### src/rtl/hpbar_pkg.sv
// hpbar_pkg
//   Shared types and helpers for the animated HP bar (hpbar_anim) and its
//   sequential divider (hp_seq_div).
//   Contents:
//     state_t      control FSM states IDLE / MUL / DIV / DONE
//     px_t         pixel-width type, wide enough for any legal bar width (1..1023)
//     pw()         product width HP_W + $clog2(F_WIDTH+1) used by the divider
//     step_toward  one animation step of a width toward its target
package hpbar_pkg;

   typedef enum logic [1:0] {
      IDLE,
      MUL,
      DIV,
      DONE
   } state_t;

   localparam int MAX_F_WIDTH = 1023;

   // Sized for the widest legal bar so one type serves every parameterisation
   typedef logic [$clog2(MAX_F_WIDTH + 1) - 1:0] px_t;

   function automatic int pw(input int hp_w, input int f_width);
      return hp_w + $clog2(f_width + 1);
   endfunction

   // Moves cur toward tgt by down (shrinking) or up (growing), never overshooting.
   // The result always lies between cur and tgt, so it cannot wrap.
   function automatic px_t step_toward(input px_t cur, input px_t tgt,
                                       input px_t down, input px_t up);
      px_t res;
      res = cur;
      if (cur > tgt) begin
         if ((cur - tgt) <= down) res = tgt;
         else                     res = cur - down;
      end else if (cur < tgt) begin
         if ((tgt - cur) <= up) res = tgt;
         else                   res = cur + up;
      end
      return res;
   endfunction

endpackage

### src/rtl/hp_seq_div.sv
// hp_seq_div
//   Restoring divider producing one quotient bit per clock, DVD_W cycles total.
//   The first quotient bit is resolved on the start edge itself, so done is
//   high during the DVD_W-th cycle after start and the quotient is already
//   final while done is high.
//   Ports:
//     clk       in   1      clock
//     rst_n     in   1      asynchronous active-low reset
//     start     in   1      load dividend/divisor and begin
//     dividend  in   DVD_W  numerator
//     divisor   in   DVS_W  denominator (must be non-zero)
//     done      out  1      one-cycle pulse, quotient valid
//     quotient  out  DVD_W  result
module hp_seq_div #(
   parameter int DVD_W = 25,
   parameter int DVS_W = 16
) (
   input  logic             clk,
   input  logic             rst_n,
   input  logic             start,
   input  logic [DVD_W-1:0] dividend,
   input  logic [DVS_W-1:0] divisor,
   output logic             done,
   output logic [DVD_W-1:0] quotient
);

   localparam int CNT_W = $clog2(DVD_W + 1);

   logic [DVS_W-1:0] rem_q, rem_in, rem_nx, dvs_q, dvs_in;
   logic [DVD_W-1:0] quo_q, quo_in, quo_nx;
   logic [DVS_W:0]   shifted;
   logic [CNT_W-1:0] cnt_q;
   logic             active_q, done_q, fits;

   // One restoring step; on start the step works directly on the fresh operands.
   // quo holds the unconsumed dividend bits at the top and quotient bits at the bottom.
   always_comb begin
      rem_in  = start ? '0 : rem_q;
      quo_in  = start ? dividend : quo_q;
      dvs_in  = start ? divisor : dvs_q;
      shifted = {rem_in, quo_in[DVD_W-1]};
      fits    = (shifted >= {1'b0, dvs_in});
      rem_nx  = fits ? DVS_W'(shifted - {1'b0, dvs_in}) : shifted[DVS_W-1:0];
      quo_nx  = {quo_in[DVD_W-2:0], fits};
   end

   // Iteration counter and operand registers
   always_ff @(posedge clk or negedge rst_n) begin
      if (!rst_n) begin
         rem_q    <= '0;
         quo_q    <= '0;
         dvs_q    <= '0;
         cnt_q    <= '0;
         active_q <= 1'b0;
         done_q   <= 1'b0;
      end else begin
         done_q <= 1'b0;
         if (start) begin
            rem_q    <= rem_nx;
            quo_q    <= quo_nx;
            dvs_q    <= divisor;
            cnt_q    <= CNT_W'(DVD_W - 1);
            active_q <= 1'b1;
         end else if (active_q) begin
            rem_q <= rem_nx;
            quo_q <= quo_nx;
            cnt_q <= cnt_q - 1'b1;
            if (cnt_q == CNT_W'(1)) begin
               active_q <= 1'b0;
               done_q   <= 1'b1;
            end
         end
      end
   end

   assign done     = done_q;
   assign quotient = quo_q;

endmodule

### src/rtl/hpbar_anim.sv
// hpbar_anim
//   Animated HP-bar geometry for the battle HUD. A sampled (remain, total) pair
//   is turned into a target width F_WIDTH*remain/total by a multiply cycle and a
//   sequential divide; the displayed width then slides toward the target one
//   step per frame tick (DRAIN_STEP down, HEAL_STEP up).
//   Optional macro HPBAR_GHOST_EN adds a damage-trail ghost bar that holds for
//   GHOST_HOLD ticks after damage and then drains 1 px per tick; without it the
//   ghost corner simply mirrors the bar corner.
//   Ports:
//     i_clk, i_rst_n            clock, asynchronous active-low reset
//     i_tick                    one-cycle frame strobe
//     i_update                  one-cycle strobe sampling i_total_hp/i_remain_hp
//     i_total_hp, i_remain_hp   HP values (HP_W bits)
//     o_lt_x, o_lt_y            top-left corner (constant)
//     o_br_x, o_br_y            bottom-right corner; x follows the displayed width
//     o_ghost_br_x              right edge of the ghost trail
//     o_busy                    target computation in progress
//     o_settled                 displayed width equals target and not busy
//     o_low                     displayed width below LOW_W
module hpbar_anim
   import hpbar_pkg::*;
#(
`ifdef HPBAR_GHOST_EN
   parameter int GHOST_HOLD = 30,
`endif
   parameter int F_WIDTH    = 300,
   parameter int F_HEIGHT   = 16,
   parameter int FX         = 240,
   parameter int FY         = 400,
   parameter int HP_W       = 16,
   parameter int DRAIN_STEP = 2,
   parameter int HEAL_STEP  = 1,
   parameter int LOW_W      = 60
) (
   input  logic            i_clk,
   input  logic            i_rst_n,
   input  logic            i_tick,
   input  logic            i_update,
   input  logic [HP_W-1:0] i_total_hp,
   input  logic [HP_W-1:0] i_remain_hp,
   output logic [15:0]     o_lt_x,
   output logic [15:0]     o_lt_y,
   output logic [15:0]     o_br_x,
   output logic [15:0]     o_br_y,
   output logic [15:0]     o_ghost_br_x,
   output logic            o_busy,
   output logic            o_settled,
   output logic            o_low
);

   localparam int  PW       = pw(HP_W, F_WIDTH);
   localparam px_t FULL_PX  = px_t'(F_WIDTH);
   localparam px_t DRAIN_PX = px_t'(DRAIN_STEP);
   localparam px_t HEAL_PX  = px_t'(HEAL_STEP);
   localparam px_t LOW_PX   = px_t'(LOW_W);

   state_t          state_q, state_d;
   logic [HP_W-1:0] remain_q, total_q, remain_eff;
   logic [PW-1:0]   product, quotient;
   logic            div_start, div_done;
   logic            load_inputs, write_tgt, pending_q, pending_d;
   logic            busy_q, busy_d, settled_q, settled_d, low_q, low_d;
   px_t             tgt_q, tgt_d, cur_q, cur_d, new_tgt;
   logic [15:0]     br_x_q, br_x_d;

   // Clamping remain to total keeps the quotient within F_WIDTH.
   // A zero total never starts the divider; DIV then lasts a single cycle.
   always_comb begin
      remain_eff = (remain_q > total_q) ? total_q : remain_q;
      product    = PW'(remain_eff) * PW'(F_WIDTH);
      div_start  = (state_q == MUL) && (total_q != '0);
   end

   hp_seq_div #(
      .DVD_W (PW),
      .DVS_W (HP_W)
   ) u_div (
      .clk      (i_clk),
      .rst_n    (i_rst_n),
      .start    (div_start),
      .dividend (product),
      .divisor  (total_q),
      .done     (div_done),
      .quotient (quotient)
   );

   // Target written in DONE
   always_comb begin
      if (total_q == '0)                 new_tgt = '0;
      else if (quotient > PW'(F_WIDTH))  new_tgt = FULL_PX;
      else                               new_tgt = px_t'(quotient);
   end

   // Control FSM: an update arriving while busy is remembered in pending and
   // chains straight from DONE into a fresh MUL so o_busy never drops.
   always_comb begin
      state_d     = state_q;
      load_inputs = 1'b0;
      write_tgt   = 1'b0;
      case (state_q)
         IDLE: begin
            if (i_update) begin
               state_d     = MUL;
               load_inputs = 1'b1;
            end
         end
         MUL:  state_d = DIV;
         DIV: begin
            if ((total_q == '0) || div_done) state_d = DONE;
         end
         DONE: begin
            write_tgt = 1'b1;
            if (pending_q || i_update) begin
               state_d     = MUL;
               load_inputs = 1'b1;
            end else begin
               state_d = IDLE;
            end
         end
         default: state_d = IDLE;
      endcase
   end

   // Animation uses the target as registered before this edge, so a tick in
   // the DONE cycle still steps toward the old target.
   always_comb begin
      pending_d = pending_q;
      if (load_inputs)                          pending_d = 1'b0;
      else if (i_update && (state_q != IDLE))   pending_d = 1'b1;
      tgt_d     = write_tgt ? new_tgt : tgt_q;
      cur_d     = i_tick ? step_toward(cur_q, tgt_q, DRAIN_PX, HEAL_PX) : cur_q;
      busy_d    = (state_d != IDLE);
      settled_d = (cur_d == tgt_d) && !busy_d;
      low_d     = (cur_d < LOW_PX);
      br_x_d    = 16'(FX) + 16'(cur_d);
   end

   // Control and display registers
   always_ff @(posedge i_clk or negedge i_rst_n) begin
      if (!i_rst_n) begin
         state_q   <= IDLE;
         remain_q  <= '0;
         total_q   <= '0;
         pending_q <= 1'b0;
         tgt_q     <= FULL_PX;
         cur_q     <= FULL_PX;
         busy_q    <= 1'b0;
         settled_q <= 1'b1;
         low_q     <= (FULL_PX < LOW_PX);
         br_x_q    <= 16'(FX) + 16'(FULL_PX);
      end else begin
         state_q   <= state_d;
         if (load_inputs) begin
            remain_q <= i_remain_hp;
            total_q  <= i_total_hp;
         end
         pending_q <= pending_d;
         tgt_q     <= tgt_d;
         cur_q     <= cur_d;
         busy_q    <= busy_d;
         settled_q <= settled_d;
         low_q     <= low_d;
         br_x_q    <= br_x_d;
      end
   end

`ifdef HPBAR_GHOST_EN
   localparam int HOLD_W = (GHOST_HOLD > 0) ? $clog2(GHOST_HOLD + 1) : 1;

   px_t              ghost_q, ghost_d;
   logic [HOLD_W-1:0] hold_q, hold_d;
   logic [15:0]       ghost_br_x_q, ghost_br_x_d;

   // The trail sticks to the bar while the bar is at or above it. The first
   // drop below it, or a new lower target while still holding, (re)arms the
   // hold; once the hold expires it drains 1 px per tick, which can never pass
   // below the bar because the bar is strictly lower at that point.
   always_comb begin
      ghost_d = ghost_q;
      hold_d  = hold_q;
      if (cur_d >= ghost_q) begin
         ghost_d = cur_d;
         hold_d  = '0;
      end else if (i_tick && (cur_d < cur_q) && (ghost_q == cur_q)) begin
         hold_d = HOLD_W'(GHOST_HOLD);
      end else if (write_tgt && (new_tgt < tgt_q) && (hold_q != '0)) begin
         hold_d = HOLD_W'(GHOST_HOLD);
      end else if (i_tick) begin
         if (hold_q != '0) hold_d  = hold_q - 1'b1;
         else              ghost_d = ghost_q - 1'b1;
      end
      ghost_br_x_d = 16'(FX) + 16'(ghost_d);
   end

   // Ghost trail registers
   always_ff @(posedge i_clk or negedge i_rst_n) begin
      if (!i_rst_n) begin
         ghost_q      <= FULL_PX;
         hold_q       <= '0;
         ghost_br_x_q <= 16'(FX) + 16'(FULL_PX);
      end else begin
         ghost_q      <= ghost_d;
         hold_q       <= hold_d;
         ghost_br_x_q <= ghost_br_x_d;
      end
   end

   assign o_ghost_br_x = ghost_br_x_q;
`else
   assign o_ghost_br_x = br_x_q;
`endif

   assign o_lt_x    = 16'(FX);
   assign o_lt_y    = 16'(FY);
   assign o_br_y    = 16'(FY + F_HEIGHT);
   assign o_br_x    = br_x_q;
   assign o_busy    = busy_q;
   assign o_settled = settled_q;
   assign o_low     = low_q;

endmodule

### config.mk
export PLATFORM = sky130hd
export DESIGN_NAME = hpbar_anim
export DESIGN_NICKNAME = d
export VERILOG_FILES = /design/src/rtl/hpbar_pkg.sv /design/src/rtl/hp_seq_div.sv /design/src/rtl/hpbar_anim.sv
export SDC_FILE = /design/constraint.sdc
export NUM_CORES = 1
export LEC_CHECK = 0
export BUFFER_PORTS_ARGS = -buffer_cell sky130_fd_sc_hd__buf_2
export CORE_ASPECT_RATIO = 0.9
export CORE_MARGIN = 2
export CORE_UTILIZATION = 62
export CTS_BUF_LIST = sky130_fd_sc_hd__clkbuf_4 sky130_fd_sc_hd__clkbuf_8
export DETAILED_ROUTE_END_ITERATION = 7
export MAX_ROUTING_LAYER = met4
export PLACE_DENSITY_LB_ADDON = 0.15
export SYNTH_ARGS = -nofsm -noshare
export SYNTH_HDL_FRONTEND = slang
export SYNTH_SLANG_ARGS = --single-unit
### constraint.sdc
create_clock -name i_clk -period 10.84 [get_ports i_clk]
set_input_delay 1.626 -clock i_clk [delete_from_list [all_inputs] [get_ports i_clk]]
set_output_delay 1.626 -clock i_clk [all_outputs]
set_load 0.01 [all_outputs]
==> run_results.csv <==
group,metric,value,unit
worst_setup_path,path_buf_inv,4,
die,die_w,146,um
yosys,synth.area.top_cells,"dfrtp_1 (26%), ha_1 (14%), buf_4 (4.9%), inv_1 (4.9%), mux2i_1 (4.7%)",
outcome,status,"completed",
worst_setup_path,crit_family,"compound AO/OA/AOI/OAI gates",
worst_setup_path,rr_worst_depth,39,
clock_tree,worst_skew_pair.late_latency,0.45,ns
finish,finalNetCount,1465,
finish,final_cell_mix,"inv_1 (146), ha_1 (123), dfrtp_1 (118), nand2_1 (88), a21oi_1 (70)",
die,rows,46,
worst_setup_path,crit_fanout,23,
global_route,gr-usage-all-layers,27.1,%
worst_setup_path,cp.required,11.19,ns
yosys,synth_ff_type,"dfrtp_1",
clock_tree,clock_sinks,129,
timing,rsz0062_at_grt,"no",
finish,seqCellArea,3240,um2
clock_tree,cts_max_path_buffers,2,
clock_tree,cts-root-buf,"clkbuf_8",
worst_setup_path,arrival,10.04,ns
worst_setup_path,start_kind,"flip-flop",
yosys,synth_edf_count,0,
route,final_antenna_net_count,0,
run,maxCapViolCount,0,
route,detail_route.wl_per_cell,16.3,um
yosys,synth_area_per_cell,8.97,um2
timing,setup_viol,0,
timing,tightest_slew,1.01,ns
route,vias,8715,
timing,fin_crit_sh,89.4,%
placed_design,port_buffers,60,
worst_hold_path,hp-class,"flip-flop to flip-flop",
worst_hold_path,min_path_cells,2,
clock_tree,cts_hold_buffers,0,
yosys,synth_cell_types,78,
timing,clock.fmax,103,MHz
timing,finalHoldViolCount,0,
placed_design,dpl.hpwl,19300,um
yosys,synth_top_cell_by_area,"dfrtp_1",
worst_setup_path,crit_top_cell,"ha_1",
worst_setup_path,crit_cells,39,
clock_tree,cts_resized,0,
die,die_area,19200,um2
placed_design,place.gp.congestion,0.943,
yosys,syn_inst,1251,
timing,slew_violations,0,
clock_tree,path_clk_slew,0.09,ns
timing,tns,0,ns
timing,finClkSkew,0.0172,ns
die,die_h,132,um
clock_tree,cts_setup_buffers,0,
finish,num-fill-cells,1532,
global_route,grt_max_degree,80,
route,drtPass1Iterations,5,
timing,fin_crit,9.69,ns
global_route,grt_pass1_wl,41000,um
die,ios,119,
worst_setup_path,crit_path_top_delay_cell,"fa_1",
yosys,synth-seq-cells,129,
die,core,17700,um2
worst_setup_path,slowest_delay,0.54,ns
worst_setup_path,end_kind,"flip-flop",
route,drtIter0Drc,581,
route,routed_via_density,5.68,
yosys,yosys_warnings,0,
yosys,yosysTopAreaCellShare,26.3,%
die,start_util,63.5,%
route,drc,0,
finish,multi_input_area,6930,um2
clock_tree,htreeDepth,4,
clock_tree,cts-buffers-inserted,17,
finish,num_antenna_cells,0,
route,drt-total-wl,24900,um
finish,final_common_cell,"inv_1",
timing,max-slew-margin-rel,32.8,%
global_route,grt_overflow,0,
global_route,grt_pass1_vias,8174,
global_route,antenna_found_initial,0,
finish,syn_to_final_growth,5.07,%
yosys,ys_seq_area_share,28.9,%
yosys,netlist_area,11200,um2
yosys,async_reset_ff_share,100,%
finish,drive_above_1_share,12.8,%
worst_setup_path,crit_type,"flip-flop to flip-flop",
clock_tree,cts_tree,"built",
final cells by class:
type                            count  area share (%)
Timing Repair Buffer               66            2.98
Multi-Input combinational cell    918            58.8
Clock buffer                       18            2.10
Clock inverter                     14            1.41
Inverter                          148            4.71
Sequential cell                   129            27.5
Tap cell                          240            2.55
final timing paths:
kind	from	to	slack, ns
max in group asynchronous	i_rst_n	remain_q[5]$_DFFE_PN0P_	8.35
hold / removal	pending_q$_DFFE_PN0P_	pending_q$_DFFE_PN0P_	0.50
setup / recovery	total_q[2]$_DFFE_PN0P_	u_div.rem_q[14]$_DFFE_PN0P_	1.15
setup reg to reg	total_q[2]$_DFFE_PN0P_	u_div.rem_q[14]$_DFFE_PN0P_	1.15
hold reg to reg	pending_q$_DFFE_PN0P_	pending_q$_DFFE_PN0P_	0.50
min in group asynchronous	i_rst_n	cur_q[6]$_DFF_PN0_	1.11
routing by layer:
metal,share of wire (%),GRT usage [%],vias up
met5,0,-,-
met2,46,41.1,270
met1,47,37.6,4138
met4,2.1,8.39,0
met3,5.2,4.10,44
li1,-,-,4263
kinds of logic (layout without fill, tap and decap cells):
family,Yosys count,after routing,share of synthesized area [%]
buffers and inverters,260,246,11.4
other,2,58,0.0669
xor gates and xnor gates,53,53,4.14
AOI/OAI and AO/OA,271,271,15.6
DFF,129,129,28.9
and+or+nand+nor,299,299,13.4
muxes,88,88,8.27
adders and majority gates,149,149,18.3
tightest hold or removal path, delay by kind of cell, from the launching register on:
family	cells	cell delay (ns)
flops	1	0.35
compound gates	1	0.04
simple gates	1	0.07
cell usage after synthesis, drive strengths merged (3+ instances only):
cell type and number:
and2 19, o31a 5, mux2 35, nand4 16, clkbuf 29, a22o 3
xnor2 35, a211o 3, a31oi 12, o21bai 3, nand2 88, o31ai 7
nor3 19, or2 8, nor2 66, buf 83, nor2b 15, and4 3
a21oi 71, inv 146, o21ai 71, fa 26, o211ai 6, nor4 16
ha 123, or3 3, o22ai 6, a211oi 20, o2111ai 4, mux2i 53
nand3 22, o311ai 4, a32oi 3, and3 8, a21o 22, o21a 9
dfrtp 118, dfstp 11, xor2 18, nand2b 12
state kept, by name, summed over array words and instances, names as in the netlist:
signal	cells
u_div.quotient	25
tgt_q	10
u_div.cnt_q	5
o_br_x	11
remain_q	16
u_div.done	1
o_busy	1
u_div.active_q	1
o_settled	1
pending_q	1
u_div.dvs_q	16
o_low	1
state_q	2
total_q	16
u_div.rem_q	16
cur_q	6
stage by stage:
step | hold WS, ns | utilization, % | setup WS [ns] | area [um2] | std cells
3_5_place_dp | 0.482 | 64.4 | 1.22 | 11400 | 1501
5_1_grt | 0.515 | 66.7 | 0.448 | 11800 | 1533
4_1_cts | 0.502 | 66.7 | 1.19 | 11800 | 1533
6_report | 0.496 | 66.7 | 1.15 | 11800 | 1533
2_1_floorplan | 0.446 | - | 2.05 | 11400 | 1307
3_3_place_gp | 0.472 | 64.4 | 1.65 | 11400 | 1501
Power is not shown: default switching activity piles up to over one toggle a cycle in this logic, so the estimate is an artifact.
